`src/rtl/micro86_memctl_pkg.sv`:
```
// rtl/micro86_memctl_pkg.sv - shared constants and types for the micro86 memory controller
// Holds bus-wide defaults and the per-cycle RAM port owner encoding.
package micro86_memctl_pkg;

   localparam int         CPU_A_W    = 20;
   localparam int         DEF_ADDR_W = 16;
   localparam logic [7:0] DEF_FILL   = 8'hFF;
   localparam int         MEM_LAT    = 1;

   typedef enum logic [1:0] {
      OWN_IDLE   = 2'd0,
      OWN_VID    = 2'd1,
      OWN_CPU_WR = 2'd2,
      OWN_CPU_RD = 2'd3
   } owner_t;

endpackage

```
`src/rtl/micro86_memctl.sv`:
```
// rtl/micro86_memctl.sv - micro86 CPU bus responder sharing one sync RAM port with video fetch
// CPU is throttled via cpu_ce; a one-byte read cache (la/rd) lets repeat reads complete without the port.
module micro86_memctl
   import micro86_memctl_pkg::*;
#(
   parameter int         ADDR_W = DEF_ADDR_W,
   parameter logic [7:0] FILL   = DEF_FILL
) (
   input  logic               clock,
   input  logic               reset,
   input  logic [CPU_A_W-1:0] cpu_a,
   input  logic [7:0]         cpu_o,
   input  logic               cpu_w,
   output logic [7:0]         cpu_i,
   output logic               cpu_ce,
   output logic [ADDR_W-1:0]  mem_a,
   output logic [7:0]         mem_d,
   output logic               mem_we,
   input  logic [7:0]         mem_q,
   input  logic               vid_req,
   input  logic [ADDR_W-1:0]  vid_a,
   output logic               vid_ack,
   output logic               vid_valid,
   output logic [7:0]         vid_q
);

   logic [CPU_A_W-1:0] la;
   logic               lv;
   logic [7:0]         rd;
   logic               pend;
   logic               vlast;

   logic   oor;
   logic   la_match;
   logic   hit;
   logic   need;
   logic   vid_win;
   owner_t owner;

   assign oor      = (cpu_a >> ADDR_W) != '0;
   assign la_match = lv && (cpu_a == la);
   assign hit      = !cpu_w && (oor || la_match);
   assign need     = !hit;
   // Video has priority, but never takes two slots in a row while the CPU waits.
   assign vid_win  = vid_req && !(need && vlast);

   always_comb begin
      owner = OWN_IDLE;
      if (vid_win)
         owner = OWN_VID;
      else if (cpu_w)
         owner = OWN_CPU_WR;
      else if (need)
         owner = OWN_CPU_RD;
   end

   assign cpu_ce  = hit || (cpu_w && !vid_win);
   assign cpu_i   = oor ? FILL : (pend ? mem_q : rd);
   assign mem_a   = (owner == OWN_VID) ? vid_a : cpu_a[ADDR_W-1:0];
   assign mem_d   = cpu_o;
   assign mem_we  = (owner == OWN_CPU_WR) && !oor;
   assign vid_ack = (owner == OWN_VID);
   assign vid_q   = mem_q;

   always_ff @(posedge clock or posedge reset) begin
      if (reset) begin
         la        <= '0;
         lv        <= 1'b0;
         rd        <= FILL;
         pend      <= 1'b0;
         vlast     <= 1'b0;
         vid_valid <= 1'b0;
      end else begin
         vlast     <= (owner == OWN_VID);
         vid_valid <= (owner == OWN_VID);
         if (pend) begin
            rd   <= mem_q;
            pend <= 1'b0;
         end
         case (owner)
            OWN_CPU_WR: begin
               // Keep the cached byte coherent with a write to the latched address.
               if (!oor && la_match) begin
                  rd   <= cpu_o;
                  pend <= 1'b0;
               end
            end
            OWN_CPU_RD: begin
               la   <= cpu_a;
               lv   <= 1'b1;
               pend <= 1'b1;
            end
            default: ;
         endcase
      end
   end

endmodule

```
`config.mk`:
```
export PLATFORM = sky130hd
export DESIGN_NAME = micro86_memctl
export DESIGN_NICKNAME = d
export VERILOG_FILES = /design/src/rtl/micro86_memctl_pkg.sv /design/src/rtl/micro86_memctl.sv
export SDC_FILE = /design/constraint.sdc
export NUM_CORES = 1
export LEC_CHECK = 0
export ABC_AREA = 1
export CAP_MARGIN = 5
export CORE_ASPECT_RATIO = 1.4
export CORE_MARGIN = 1.5
export CORE_UTILIZATION = 46
export CTS_BUF_LIST = sky130_fd_sc_hd__clkbuf_8 sky130_fd_sc_hd__clkbuf_16
export CTS_CLUSTER_DIAMETER = 150
export DETAILED_ROUTE_END_ITERATION = 8
export PLACE_DENSITY = 0.92
export SLEW_MARGIN = 40
export SYNTH_ARGS = -nofsm -noshare
export SYNTH_HDL_FRONTEND = slang
export SYNTH_SLANG_ARGS = --single-unit
```
`constraint.sdc`:
```
create_clock -name clock -period 3.27 [get_ports clock]
set_input_delay 0.4905 -clock clock [delete_from_list [all_inputs] [get_ports clock]]
set_output_delay 0.4905 -clock clock [all_outputs]
set_load 0.05 [all_outputs]
```
* Word-level counts from Yosys, hierarchy flattened
Index checks and enable logic that the tools add are counted.
Word-level totals: flip-flop bits (word level) 31, output and inout bits 44, logic and storage cells 33, input bits 56
Cells by class: equal/unequal tests 4, reduce and logical (&&, ||, !) cells 15, multiplexer cells 9
Operator list (count):
- 8-bit two-way mux | 4
- 20-bit equality test | 1
- 20-bit nonzero test | 1
- 16-bit two-way mux | 1
- 1-bit logical AND | 7
- 2-bit two-way mux | 3
- 1-bit zero test | 5
- 2-bit equality test, second input constant | 2
- 2-bit by 1-bit equality test with 1-bit output, second input constant | 1
- 1-bit logical OR | 2
- 1-bit two-way mux | 1

* Logic depth before layout (Yosys ltp)
word-level depth 11, gate-level depth with buffers 14

* Worst setup path after synthesis
OpenSTA, ideal clock, no wires.
path kind input-to-output, start input port cpu_a[16], end output port mem_we, path buffers 2, data arrival time 1957 ps, cell stages on the path 5, setup slack 822 ps, path through nor4_2 -> buf_4 -> clkbuf_1 -> inv_1 -> nor2_1
On the way: longest elaborated chain between the ends 11, elaborated cells on any way between the ends 15, those cells by class eq/ne (2); mux (3); reduce/logical (10)
RTL lines:
- from (decl) | line micro86_memctl.sv:11 | input logic [CPU_A_W-1:0] cpu_a,
- 20-bit equality test | line micro86_memctl.sv:41 | assign la_match = lv && (cpu_a == la);
- 1-bit logical AND | line micro86_memctl.sv:41
- 1-bit logical OR | line micro86_memctl.sv:42 | assign hit = !cpu_w && (oor || la_match);
- 1-bit logical AND | line micro86_memctl.sv:42
- 1-bit zero test | line micro86_memctl.sv:43 | assign need = !hit;
- 1-bit logical AND | line micro86_memctl.sv:45 | assign vid_win = vid_req && !(need && vlast);
- 1-bit zero test | line micro86_memctl.sv:45
- 1-bit logical AND | line micro86_memctl.sv:45
- 2-bit two-way mux | line micro86_memctl.sv:49 | if (vid_win)
- 2-bit equality test | line micro86_memctl.sv:61 | assign mem_we = (owner == OWN_CPU_WR) && !oor;
- 1-bit logical AND * | line micro86_memctl.sv:61
- to (decl) | line micro86_memctl.sv:18 | output logic mem_we,
Every way passes the cells marked *; elsewhere a longest branch is shown, timed or not.

* Final worst setup path
start input port cpu_a[15], end output port mem_a[14]
On the way: longest elaborated chain between the ends 11, elaborated cells on any way between the ends 13, those cells by class eq/ne (2); mux (4); reduce/logical (7)
RTL lines:
- 20-bit equality test * | line micro86_memctl.sv:41
- 1-bit logical AND * | line micro86_memctl.sv:41
- 1-bit logical OR * | line micro86_memctl.sv:42
- 1-bit logical AND * | line micro86_memctl.sv:42
- 1-bit zero test | line micro86_memctl.sv:43
- 1-bit logical AND | line micro86_memctl.sv:45
- 1-bit zero test | line micro86_memctl.sv:45
- 1-bit logical AND | line micro86_memctl.sv:45
- 2-bit two-way mux * | line micro86_memctl.sv:49
- 2-bit by 1-bit equality test with 1-bit output * | line micro86_memctl.sv:59 | assign mem_a = (owner == OWN_VID) ? vid_a : cpu_a[ADDR_W-1:0];
- 16-bit two-way mux * | line micro86_memctl.sv:59
- to (decl) | line micro86_memctl.sv:16 | output logic [ADDR_W-1:0] mem_a,
Marks and branches as above.

==> results.md <==
* Run status: complete, no violations
* Buf+Inv Stages, Crit Path at 3
* Starting DRT DRC Count at between 100 and 150
* Routed via count at approximately 2500
* Number of detailed-route iterations in the first pass at 4
* Post-synth top cells: nand2_1, inv_1, dfrtp_1
* P_sw at around 540 uW
* Final setup violation count at 0
* Worst-margin pin slew at around 640 ps
* CP most frequent cell: nand2_1
* Die H at ~87 um
* PwrDens at 415 nW/um^2
* Cell count along the critical path at 15
* Sequential element share of the synthesized area at around a third
* IO Port Bufs at between 90 and 100
* Final GP Congestion at 0.978
* Drt drc at 0
* Syn_nets at around 430
* TNS Setup at 0 ps
* Max IR drop VDD at approximately 280 uV
* Initial antenna violation count at 0
* Lkg Pwr at approximately 0.0018 uW
* Type of the worst setup path: in2out
* Vias in the first global route at ~2600
* First-pass GRT wire length at ~11000 um
* Synth-to-Final Area Change at 50.0%
* WL per Instance at between 10 and 15 um
* Clock transition at path regs at ~70 ps
* CTS tree: done
* Hold Vio Cnt, Final at 0
* Post_cts resized at 0
* Syn Inst Count at between 300 and 400
* Clock Sinks at 31
* Max-Cap Viols at 0
* # nets final at between 500 and 600
* DR vias/cell at 4.84
* Sw Share at about 37%
* Syn Area/Cell at between 6 and 7 um^2
* Count leader, synth: nand2_1
* H-tree depth at 2
* Worst hold path type: reg2reg
* Root Buffer: clkbuf_8
* Synth async-reset ratio at 100%
* Ports at 100
* Primary FF master, synth: dfrtp_1
* Synth top area share at around 26%
* Max transition margin at a little under three fifths
* Routed WL at approximately 6400 um
* Count of different cell masters after synthesis at 26
* Die W at roughly 63 um
* Register area at about 790 um^2
* Total CTS buffers at 5
* Cell Rows at 30
* Synth area leader: nand2_1
* Critical path's largest stage delay at 550 ps
* Core footprint at roughly 4800 um^2
* Layout cell share with drive strength beyond 1 at between 10% and 20%
* Minimum clock period after layout at ~3100 ps
* Finished Core Util at between 70% and 80%
* CP arrival at ~2600 ps
* Seq cells post-synth at 31
* Mapped Area at approximately 2300 um^2
* EDFF count, synth at 0
* Skew-Pair Late Insertion Delay at slightly below 300 ps
* Gate power share at about two fifths
* Internal at 910 uW
* Syn. warnings at 0
* Reg power frac at a little over a third
* Routed Antenna Nets at 0
* Fmax at ~330 MHz
* Starting Density at 48.1%
* Remaining global-route overflow at 0
* CP Cell Sequence: clkdlybuf4s50_1 > inv_1 > nand2_1 > nand2_1 > nor2_1 > nand2_1 > nor2_1 > nand3_1 > nand2_1 > nand2_1 > nand2_4 > nand2_4 > nand2_1 > nand2_1 > buf_12
* Power, Total at roughly 1400 uW
* Hold Path Cell Cnt at 2
* Multi-input logic area at roughly 1100 um^2
* CP top delay family: simple AND/OR/NAND/NOR gates
* Worst path slowest cell: clkdlybuf4s50_1
* Period utilization at 93.5%
* CTS max path bufs at 2
* Filler cells at around 370
* Worst EP required at between 2000 and 3000 ps
* Clk_skew at around 5.0 ps
* # hold bufs at CTS at 0
* Pin count of the biggest net entering global routing at 28
* Final Max Tran Viols at 0
* Clock power share at between 20% and 30%
* Reg-to-reg setup timing slack at 1370 ps
* Top post-synthesis cells by area: nand2_1, dfrtp_1, inv_1
* Worst-path maximum fanout at 17
* Antenna Cells at 0
* Unrepaired setup endpoints after global routing: no
* CP Capture Type: primary output
* Critical Path Start Type: input port
* GRT Resource Usage Total at around a quarter
* Cell count of the worst reg-to-reg path at 11
* Post-DP HPWL at just over 5000 um
* Die ar. at 5500 um^2
* Post-CTS repair timing setup buffer count at 0
flip-flops by register name, summed over array words and instances (netlist names):
| register | flops |
|---|---|
| vlast | 1 |
| pend | 1 |
| la | 20 |
| lv | 1 |
| rd | 8 |
cell families (layout without fill, tap and decap cells):
family	after synthesis	count (layout)	share of synthesized area, %
DFF	31	31	33.7
AOI/OAI and AO/OA	30	30	6.66
xor gates and xnor gates	1	1	0.376
buffers and inverters	95	179	19.4
and+or+nand+nor	218	218	39.8
per-stage QoR:
stage / instance area [um^2] / hold WS, ps / cells / worst slack (ps)
floorplan: 2330 / 456 / 375 / 822
CTS: 3490 / 501 / 523 / 234
finish: 3490 / 504 / 523 / 213
global route: 3490 / 520 / 523 / 46.0
global placement: 3390 / 473 / 515 / 320
detailed placement: 3390 / 480 / 515 / 244
worst min-delay path: stages (launching register included):
cell and delay, ps:
dfrtp_1 370, nand2_1 60, inv_1 40
layer usage:
metal	vias to the layer above	track usage (%)	routed length (um)
met4	0	10.5	102
li1	1286	-	-
met2	100	48.5	3500
met5	-	0	0
met1	1136	25.8	2430
met3	11	5.56	391
power groups by stage:
stage	clock [uW]	sequential (uW)	combinational [uW]
global route	361	525	652
finish	337	516	595
floorplan	0	513	365
CTS	343	515	597
detailed placement	0	521	593
global placement	0	515	577
final cells by class:
class / count / area share [%]
Tap cell: 64 / 2.29
Clock inverter: 1 / 0.107
Timing Repair Buffer: 103 / 33.4
Multi-Input combinational cell: 249 / 31.7
Clock buffer: 7 / 2.76
Sequential cell: 31 / 22.5
Inverter: 68 / 7.31
final timing paths:
kind | from | endpoint
worst min-delay path | la[17] | la[17]
worst max-delay path | cpu_a[15] | mem_a[14]
min in group asynchronous | reset | la[10]
worst min register to register | la[17] | la[17]
worst max register to register | la[12] | la[11]
max in group asynchronous | reset | rd[3]
layout by cell type (no fill, tap or decap), drive strengths merged:
master,instances
and3,1
buf,31
clkbuf,7
clkdlybuf4s50,72
clkinv,1
dfrtp,23
dfstp,8
inv,68
nand2,163
nand3,21
nand4,9
nor2,20
nor3,2
nor4,1
o2111ai,1
o21ai,28
o22ai,1
or2,1
xnor2,1
(Power assumes the default switching activity.)
